<file path="src/rtl/alu_decode_stage_if.sv">
// Handshake bundle between fetch/regfile read, the ALU decode stage and execute.
// Carries instruction input, regfile addresses/data, decoded ALU bundle and stats.
interface alu_decode_stage_if #(
    parameter int STAT_W = 16
);
    logic              in_valid;
    logic              in_ready;
    logic [31:0]       inst;
    logic [4:0]        rs_addr;
    logic [4:0]        rt_addr;
    logic [31:0]       rs_data;
    logic [31:0]       rt_data;
    logic              out_valid;
    logic              out_ready;
    logic [11:0]       alu_control;
    logic [31:0]       alu_src1;
    logic [31:0]       alu_src2;
    logic [4:0]        dest;
    logic              illegal;
    logic [STAT_W-1:0] stat_decoded;
    logic [STAT_W-1:0] stat_illegal;

    modport slave (
        input  in_valid, inst, rs_data, rt_data, out_ready,
        output in_ready, rs_addr, rt_addr, out_valid,
        output alu_control, alu_src1, alu_src2, dest, illegal,
        output stat_decoded, stat_illegal
    );

    modport master (
        output in_valid, inst, rs_data, rt_data, out_ready,
        input  in_ready, rs_addr, rt_addr, out_valid,
        input  alu_control, alu_src1, alu_src2, dest, illegal,
        input  stat_decoded, stat_illegal
    );
endinterface

</file>
<file path="src/rtl/alu_decode_stage.sv">
// MIPS decode stage feeding a 12-op one-hot ALU through one registered slot.
// Define ALU_DEC_STAT_EN to build the saturating decoded/illegal counters.
module alu_decode_stage #(
    parameter int STAT_W = 16
) (
    input  logic            clk,
    input  logic            resetn,
    input  logic            flush,
    alu_decode_stage_if.slave bus
);
    localparam logic [11:0] C_ADD  = 12'h800;
    localparam logic [11:0] C_SUB  = 12'h400;
    localparam logic [11:0] C_SLT  = 12'h200;
    localparam logic [11:0] C_SLTU = 12'h100;
    localparam logic [11:0] C_AND  = 12'h080;
    localparam logic [11:0] C_NOR  = 12'h040;
    localparam logic [11:0] C_OR   = 12'h020;
    localparam logic [11:0] C_XOR  = 12'h010;
    localparam logic [11:0] C_SLL  = 12'h008;
    localparam logic [11:0] C_SRL  = 12'h004;
    localparam logic [11:0] C_SRA  = 12'h002;
    localparam logic [11:0] C_LUI  = 12'h001;

    logic [5:0]  op;
    logic [5:0]  funct;
    logic [31:0] shamt;
    logic [31:0] sext;
    logic [31:0] zext;

    logic [11:0] d_ctrl;
    logic [31:0] d_src1;
    logic [31:0] d_src2;
    logic [4:0]  d_dest;
    logic        d_ill;

    logic        valid_q;
    logic [11:0] ctrl_q;
    logic [31:0] src1_q;
    logic [31:0] src2_q;
    logic [4:0]  dest_q;
    logic        ill_q;
    logic        accept;

    assign op    = bus.inst[31:26];
    assign funct = bus.inst[5:0];
    assign shamt = {27'b0, bus.inst[10:6]};
    assign sext  = {{16{bus.inst[15]}}, bus.inst[15:0]};
    assign zext  = {16'b0, bus.inst[15:0]};

    assign bus.rs_addr  = bus.inst[25:21];
    assign bus.rt_addr  = bus.inst[20:16];
    assign bus.in_ready = ~valid_q | bus.out_ready;
    assign accept       = bus.in_valid & bus.in_ready & ~flush;

    always_comb begin
        d_ctrl = '0;
        d_src1 = '0;
        d_src2 = '0;
        d_dest = '0;
        d_ill  = 1'b0;
        unique case (op)
            6'h00: begin
                d_src1 = bus.rs_data;
                d_src2 = bus.rt_data;
                d_dest = bus.inst[15:11];
                unique case (funct)
                    6'h20, 6'h21: d_ctrl = C_ADD;
                    6'h22, 6'h23: d_ctrl = C_SUB;
                    6'h2A:        d_ctrl = C_SLT;
                    6'h2B:        d_ctrl = C_SLTU;
                    6'h24:        d_ctrl = C_AND;
                    6'h25:        d_ctrl = C_OR;
                    6'h26:        d_ctrl = C_XOR;
                    6'h27:        d_ctrl = C_NOR;
                    6'h00: begin d_ctrl = C_SLL; d_src1 = shamt; end
                    6'h02: begin d_ctrl = C_SRL; d_src1 = shamt; end
                    6'h03: begin d_ctrl = C_SRA; d_src1 = shamt; end
                    6'h04:        d_ctrl = C_SLL;
                    6'h06:        d_ctrl = C_SRL;
                    6'h07:        d_ctrl = C_SRA;
                    default:      d_ill  = 1'b1;
                endcase
            end
            6'h08, 6'h09, 6'h0A, 6'h0B,
            6'h0C, 6'h0D, 6'h0E, 6'h0F: begin
                d_src1 = bus.rs_data;
                d_src2 = zext;
                d_dest = bus.inst[20:16];
                unique case (op)
                    6'h08, 6'h09: begin d_ctrl = C_ADD;  d_src2 = sext; end
                    6'h0A:        begin d_ctrl = C_SLT;  d_src2 = sext; end
                    6'h0B:        begin d_ctrl = C_SLTU; d_src2 = sext; end
                    6'h0C:        d_ctrl = C_AND;
                    6'h0D:        d_ctrl = C_OR;
                    6'h0E:        d_ctrl = C_XOR;
                    default: begin d_ctrl = C_LUI; d_src1 = '0; end
                endcase
            end
            default: d_ill = 1'b1;
        endcase
        // Unsupported encodings present an all-zero bundle downstream
        if (d_ill) begin
            d_ctrl = '0;
            d_src1 = '0;
            d_src2 = '0;
            d_dest = '0;
        end
    end

    always_ff @(posedge clk or negedge resetn) begin
        if (!resetn) begin
            valid_q <= 1'b0;
            ctrl_q  <= '0;
            src1_q  <= '0;
            src2_q  <= '0;
            dest_q  <= '0;
            ill_q   <= 1'b0;
        end else if (flush) begin
            valid_q <= 1'b0;
        end else if (accept) begin
            valid_q <= 1'b1;
            ctrl_q  <= d_ctrl;
            src1_q  <= d_src1;
            src2_q  <= d_src2;
            dest_q  <= d_dest;
            ill_q   <= d_ill;
        end else if (valid_q && bus.out_ready) begin
            valid_q <= 1'b0;
        end
    end

    assign bus.out_valid   = valid_q;
    assign bus.alu_control = ctrl_q;
    assign bus.alu_src1    = src1_q;
    assign bus.alu_src2    = src2_q;
    assign bus.dest        = dest_q;
    assign bus.illegal     = ill_q;

`ifdef ALU_DEC_STAT_EN
    logic [STAT_W-1:0] n_dec;
    logic [STAT_W-1:0] n_ill;

    always_ff @(posedge clk or negedge resetn) begin
        if (!resetn) begin
            n_dec <= '0;
            n_ill <= '0;
        end else if (accept) begin
            if (n_dec != '1) n_dec <= n_dec + 1'b1;
            if (d_ill && n_ill != '1) n_ill <= n_ill + 1'b1;
        end
    end

    assign bus.stat_decoded = n_dec;
    assign bus.stat_illegal = n_ill;
`else
    assign bus.stat_decoded = {STAT_W{1'b0}};
    assign bus.stat_illegal = {STAT_W{1'b0}};
`endif
endmodule

</file>
<file path="src/flat_wrapper.sv">
// flat-port wrapper written by rule: the top's interface ports become plain ports
module alu_decode_stage_flat 
#(
    parameter int STAT_W = 16
)
  (clk, resetn, flush, bus_in_valid, bus_inst, bus_rs_data, bus_rt_data, bus_out_ready, bus_in_ready, bus_rs_addr, bus_rt_addr, bus_out_valid, bus_alu_control, bus_alu_src1, bus_alu_src2, bus_dest, bus_illegal, bus_stat_decoded, bus_stat_illegal);
  alu_decode_stage_if #(.STAT_W(STAT_W)) bus_i ();
  input  logic clk;
  input  logic resetn;
  input  logic flush;
  input wire logic [$bits(bus_i.in_valid)-1:0] bus_in_valid;
  input wire logic [$bits(bus_i.inst)-1:0] bus_inst;
  input wire logic [$bits(bus_i.rs_data)-1:0] bus_rs_data;
  input wire logic [$bits(bus_i.rt_data)-1:0] bus_rt_data;
  input wire logic [$bits(bus_i.out_ready)-1:0] bus_out_ready;
  output wire logic [$bits(bus_i.in_ready)-1:0] bus_in_ready;
  output wire logic [$bits(bus_i.rs_addr)-1:0] bus_rs_addr;
  output wire logic [$bits(bus_i.rt_addr)-1:0] bus_rt_addr;
  output wire logic [$bits(bus_i.out_valid)-1:0] bus_out_valid;
  output wire logic [$bits(bus_i.alu_control)-1:0] bus_alu_control;
  output wire logic [$bits(bus_i.alu_src1)-1:0] bus_alu_src1;
  output wire logic [$bits(bus_i.alu_src2)-1:0] bus_alu_src2;
  output wire logic [$bits(bus_i.dest)-1:0] bus_dest;
  output wire logic [$bits(bus_i.illegal)-1:0] bus_illegal;
  output wire logic [$bits(bus_i.stat_decoded)-1:0] bus_stat_decoded;
  output wire logic [$bits(bus_i.stat_illegal)-1:0] bus_stat_illegal;
  assign bus_i.in_valid = bus_in_valid;
  assign bus_i.inst = bus_inst;
  assign bus_i.rs_data = bus_rs_data;
  assign bus_i.rt_data = bus_rt_data;
  assign bus_i.out_ready = bus_out_ready;
  assign bus_in_ready = bus_i.in_ready;
  assign bus_rs_addr = bus_i.rs_addr;
  assign bus_rt_addr = bus_i.rt_addr;
  assign bus_out_valid = bus_i.out_valid;
  assign bus_alu_control = bus_i.alu_control;
  assign bus_alu_src1 = bus_i.alu_src1;
  assign bus_alu_src2 = bus_i.alu_src2;
  assign bus_dest = bus_i.dest;
  assign bus_illegal = bus_i.illegal;
  assign bus_stat_decoded = bus_i.stat_decoded;
  assign bus_stat_illegal = bus_i.stat_illegal;
  alu_decode_stage #(.STAT_W(STAT_W)) u_core (.clk(clk), .resetn(resetn), .flush(flush), .bus(bus_i));
endmodule
</file>
<file path="config.mk">
export PLATFORM = sky130hd
export DESIGN_NAME = alu_decode_stage_flat
export DESIGN_NICKNAME = d
export VERILOG_FILES = /design/src/rtl/alu_decode_stage_if.sv /design/src/rtl/alu_decode_stage.sv /design/src/flat_wrapper.sv
export SDC_FILE = /design/constraint.sdc
export NUM_CORES = 1
export LEC_CHECK = 0
export CAP_MARGIN = 20
export CORE_MARGIN = 4
export CORE_UTILIZATION = 43
export DETAILED_ROUTE_END_ITERATION = 8
export PLACE_DENSITY_LB_ADDON = 0.08
export SETUP_SLACK_MARGIN = 0.15
export SYNTH_ARGS = -nofsm -noshare
export SYNTH_HDL_FRONTEND = slang
export SYNTH_SLANG_ARGS = --single-unit
</file>
<file path="constraint.sdc">
create_clock -name clk -period 4.1 [get_ports clk]
set_clock_uncertainty 0.05 [all_clocks]
set_input_delay 1.025 -clock clk [delete_from_list [all_inputs] [get_ports clk]]
set_output_delay 1.025 -clock clk [all_outputs]
set_load 0.01 [all_outputs]
</file>
==> qor.yml <==
timing:
  timing.hold.ws_ps: 432
  finalCritPeriodShare: 0.808
  slew_headroom: 0.416
  tightest_slew_ps: 876
  rsz0062_at_grt: "no"
  finalHoldViolations: 0
  period_needed_ps: 3310
  fmaxAchievable_mhz: 302
  setup_tns_ps: 0
  drv_slew: 0
  finalSetupViolCount: 0
cells_and_area:
  final_util: 0.659
  final_cell_mix: "clkdlybuf4s50_1, nand2_1, dfrtp_1"
  final_nets: 722
  layout_commonest_cell: "clkdlybuf4s50_1"
  num_antenna_cells: 0
  drive_above_1_share: 0.102
  syn_to_final_growth_pct: 46.4
placement:
  dp_hpwl_um: 9220
  gp_congestion: 0.833
  port_buffers: 184
floorplan:
  io-pin-count: 227
  die_h_um: 107
  coreArea_mm2: 0.00942
  row_count: 35
  start_util: 0.450
  die_area_mm2: 0.0115
  chipWidth_um: 107
power_and_ir_drop:
  leakagePower_nw: 2.50
  vdd.ir_drop.worst_v: 0.000227
  power.density_mw_per_mm2: 292
synth:
  yosys_register_bits: 83
  synthCells: 456
  syn_area_mm2: 0.00424
  ys_warn_count: 0
  synth_area_per_cell_um2: 9.29
  synth_top_area_cell: "dfrtp_1"
  synth_cell_types: 44
  yosys.area.top_type_share: 0.490
  synth_area_leaders: "dfrtp_1, nand2_1, buf_4"
  yosysSeqAreaShare: 0.490
route:
  drt_first_iter_violations: 226
  vias: 3834
  firstDrtPassIters: 4
  ant_nets: 0
  drt_wl_total_um: 12500
  wl_per_cell_um: 16.5
  drc: 0
  viasPerCell: 5.08
critical_path:
  critical_path.startpoint: "bus_out_ready"
  path_class: "primary input to output pin"
  required_ps: 3020
  cp-end-kind: "output pin"
  cp-start-kind: "primary input"
  regToRegStartpoint: "u_core.bus.out_valid"
  slowest_delay_ps: 580
  crit_arrival_ps: 2240
  path_cells: "clkdlybuf4s50_1, nand2b_1, clkdlybuf4s50_1"
  cp_max_fo: 5
  cpMostUsedCell: "clkdlybuf4s50_1"
  cp_slowest_cell: "clkdlybuf4s50_1"
clock_tree:
  cts_tree: "built"
  cts.path.max_buffers: 2
  clock_latency_ps: 340
  hold_buffers: 0
  cts_resized: 0
  h-tree-depth: 3
  cts_setup_buffers: 0
  clk_pin_slew_ps: 80
  cts_sinks: 83
  cts-root-buf: "clkbuf_8"
  numCtsBuffers: 9
global_routing:
  grt-ovfl-total: 0
  grt_pass1_wl_um: 19300
  grtUsageTotal: 0.211
  grt_pass1_vias: 3633
  grt_max_degree: 71
  antenna_found_initial: 0
min_path:
  hold_path.class: "flip-flop to flip-flop"
  hp-start: "u_core.bus.alu_src2[30]"
outcome:
  status: "finished clean"
run:
  drv_cap: 0
-- registers in the layout (all words and copies together), names as in the netlist --
name	flops
u_core.bus.illegal	1
u_core.bus.out_valid	1
u_core.bus.alu_control	12
u_core.bus.alu_src2	32
u_core.bus.alu_src1	32
u_core.bus.dest	5
-- where the power goes --
part	total [W]	switching [W]	internal [W]	leakage, nW
Sequential	0.000871	0.0000187	0.000853	1.13
Combinational	0.000351	0.000166	0.000185	1.28
Clock	0.000590	0.000305	0.000286	0.0962
-- layout make-up --
cell class / count / area, µm²
Clock buffer: 9 / 124
Clock inverter: 7 / 76.3
Fill cell: 795 / 3210
Inverter: 5 / 18.8
Multi-Input combinational cell: 326 / 1810
Sequential cell: 83 / 2080
Tap cell: 129 / 161
Timing Repair Buffer: 196 / 1940
-- path summary, 6_finish.rpt --
| kind | endpoint | slack, ps | cells after the start |
|---|---|---|---|
| min reg2reg | u_core.bus.alu_src2[30] | 430 | 2 |
| max | bus_in_ready | 790 | 3 |
| max in group asynchronous | u_core.bus.alu_src2[24] | 2620 | 2 |
| min | u_core.bus.alu_src2[30] | 430 | 2 |
| max reg2reg | u_core.bus.alu_src2[25] | 2100 | 5 |
| min in group asynchronous | u_core.bus.alu_src2[12] | 730 | 1 |
-- critical path: cells and delay by family --
kind	cells	cell delay (ps)
buf+inv	2	1030
simple gates	1	180
-- metrics by stage --
stage          instance area (µm²)  power (W)  worst slack [ps]  std cells
2_1_floorplan                 4350    0.00104              1590        487
3_3_place_gp                  6010    0.00124               801        739
3_5_place_dp                  6010    0.00124               699        739
4_1_cts                       6210    0.00183               784        755
5_1_grt                       6210    0.00190               720        755
6_report                      6210    0.00181               789        755
-- synthesized netlist by cell type, drive strengths merged --
cell,number
nor3b,2
and3,2
a32oi,2
buf,53
nor3,1
a221oi,1
a211oi,1
nand2,112
or3b,2
conb,1
nor4,3
o21ai,51
a32o,1
o21a,1
a22oi,22
a31oi,2
o2111ai,5
a2111oi,1
nor2b,3
clkbuf,20
o32a,2
nand3b,1
nand4b,1
or4,3
nand2b,3
inv,5
nand3,12
and4,1
o211a,5
a21oi,44
dfrtp,83
or2,1
nor2,6
and2,1
o31ai,2
-- cells by family after synthesis --
kind of cell           synth area share
and+or+nand+nor                   0.165
AOI/OAI and AO/OA                 0.226
DFF                               0.490
buffers and inverters             0.117
other                          0.000885
-- layer usage --
metal,vias to the layer above,track usage,part of all wire
li1,1846,-,-
met3,5,0.0528,0.088
met4,0,0.0475,0.0044
met2,167,0.336,0.48
met5,-,0,0
met1,1816,0.292,0.43
Note: power is estimated with default switching activity, not from simulation.
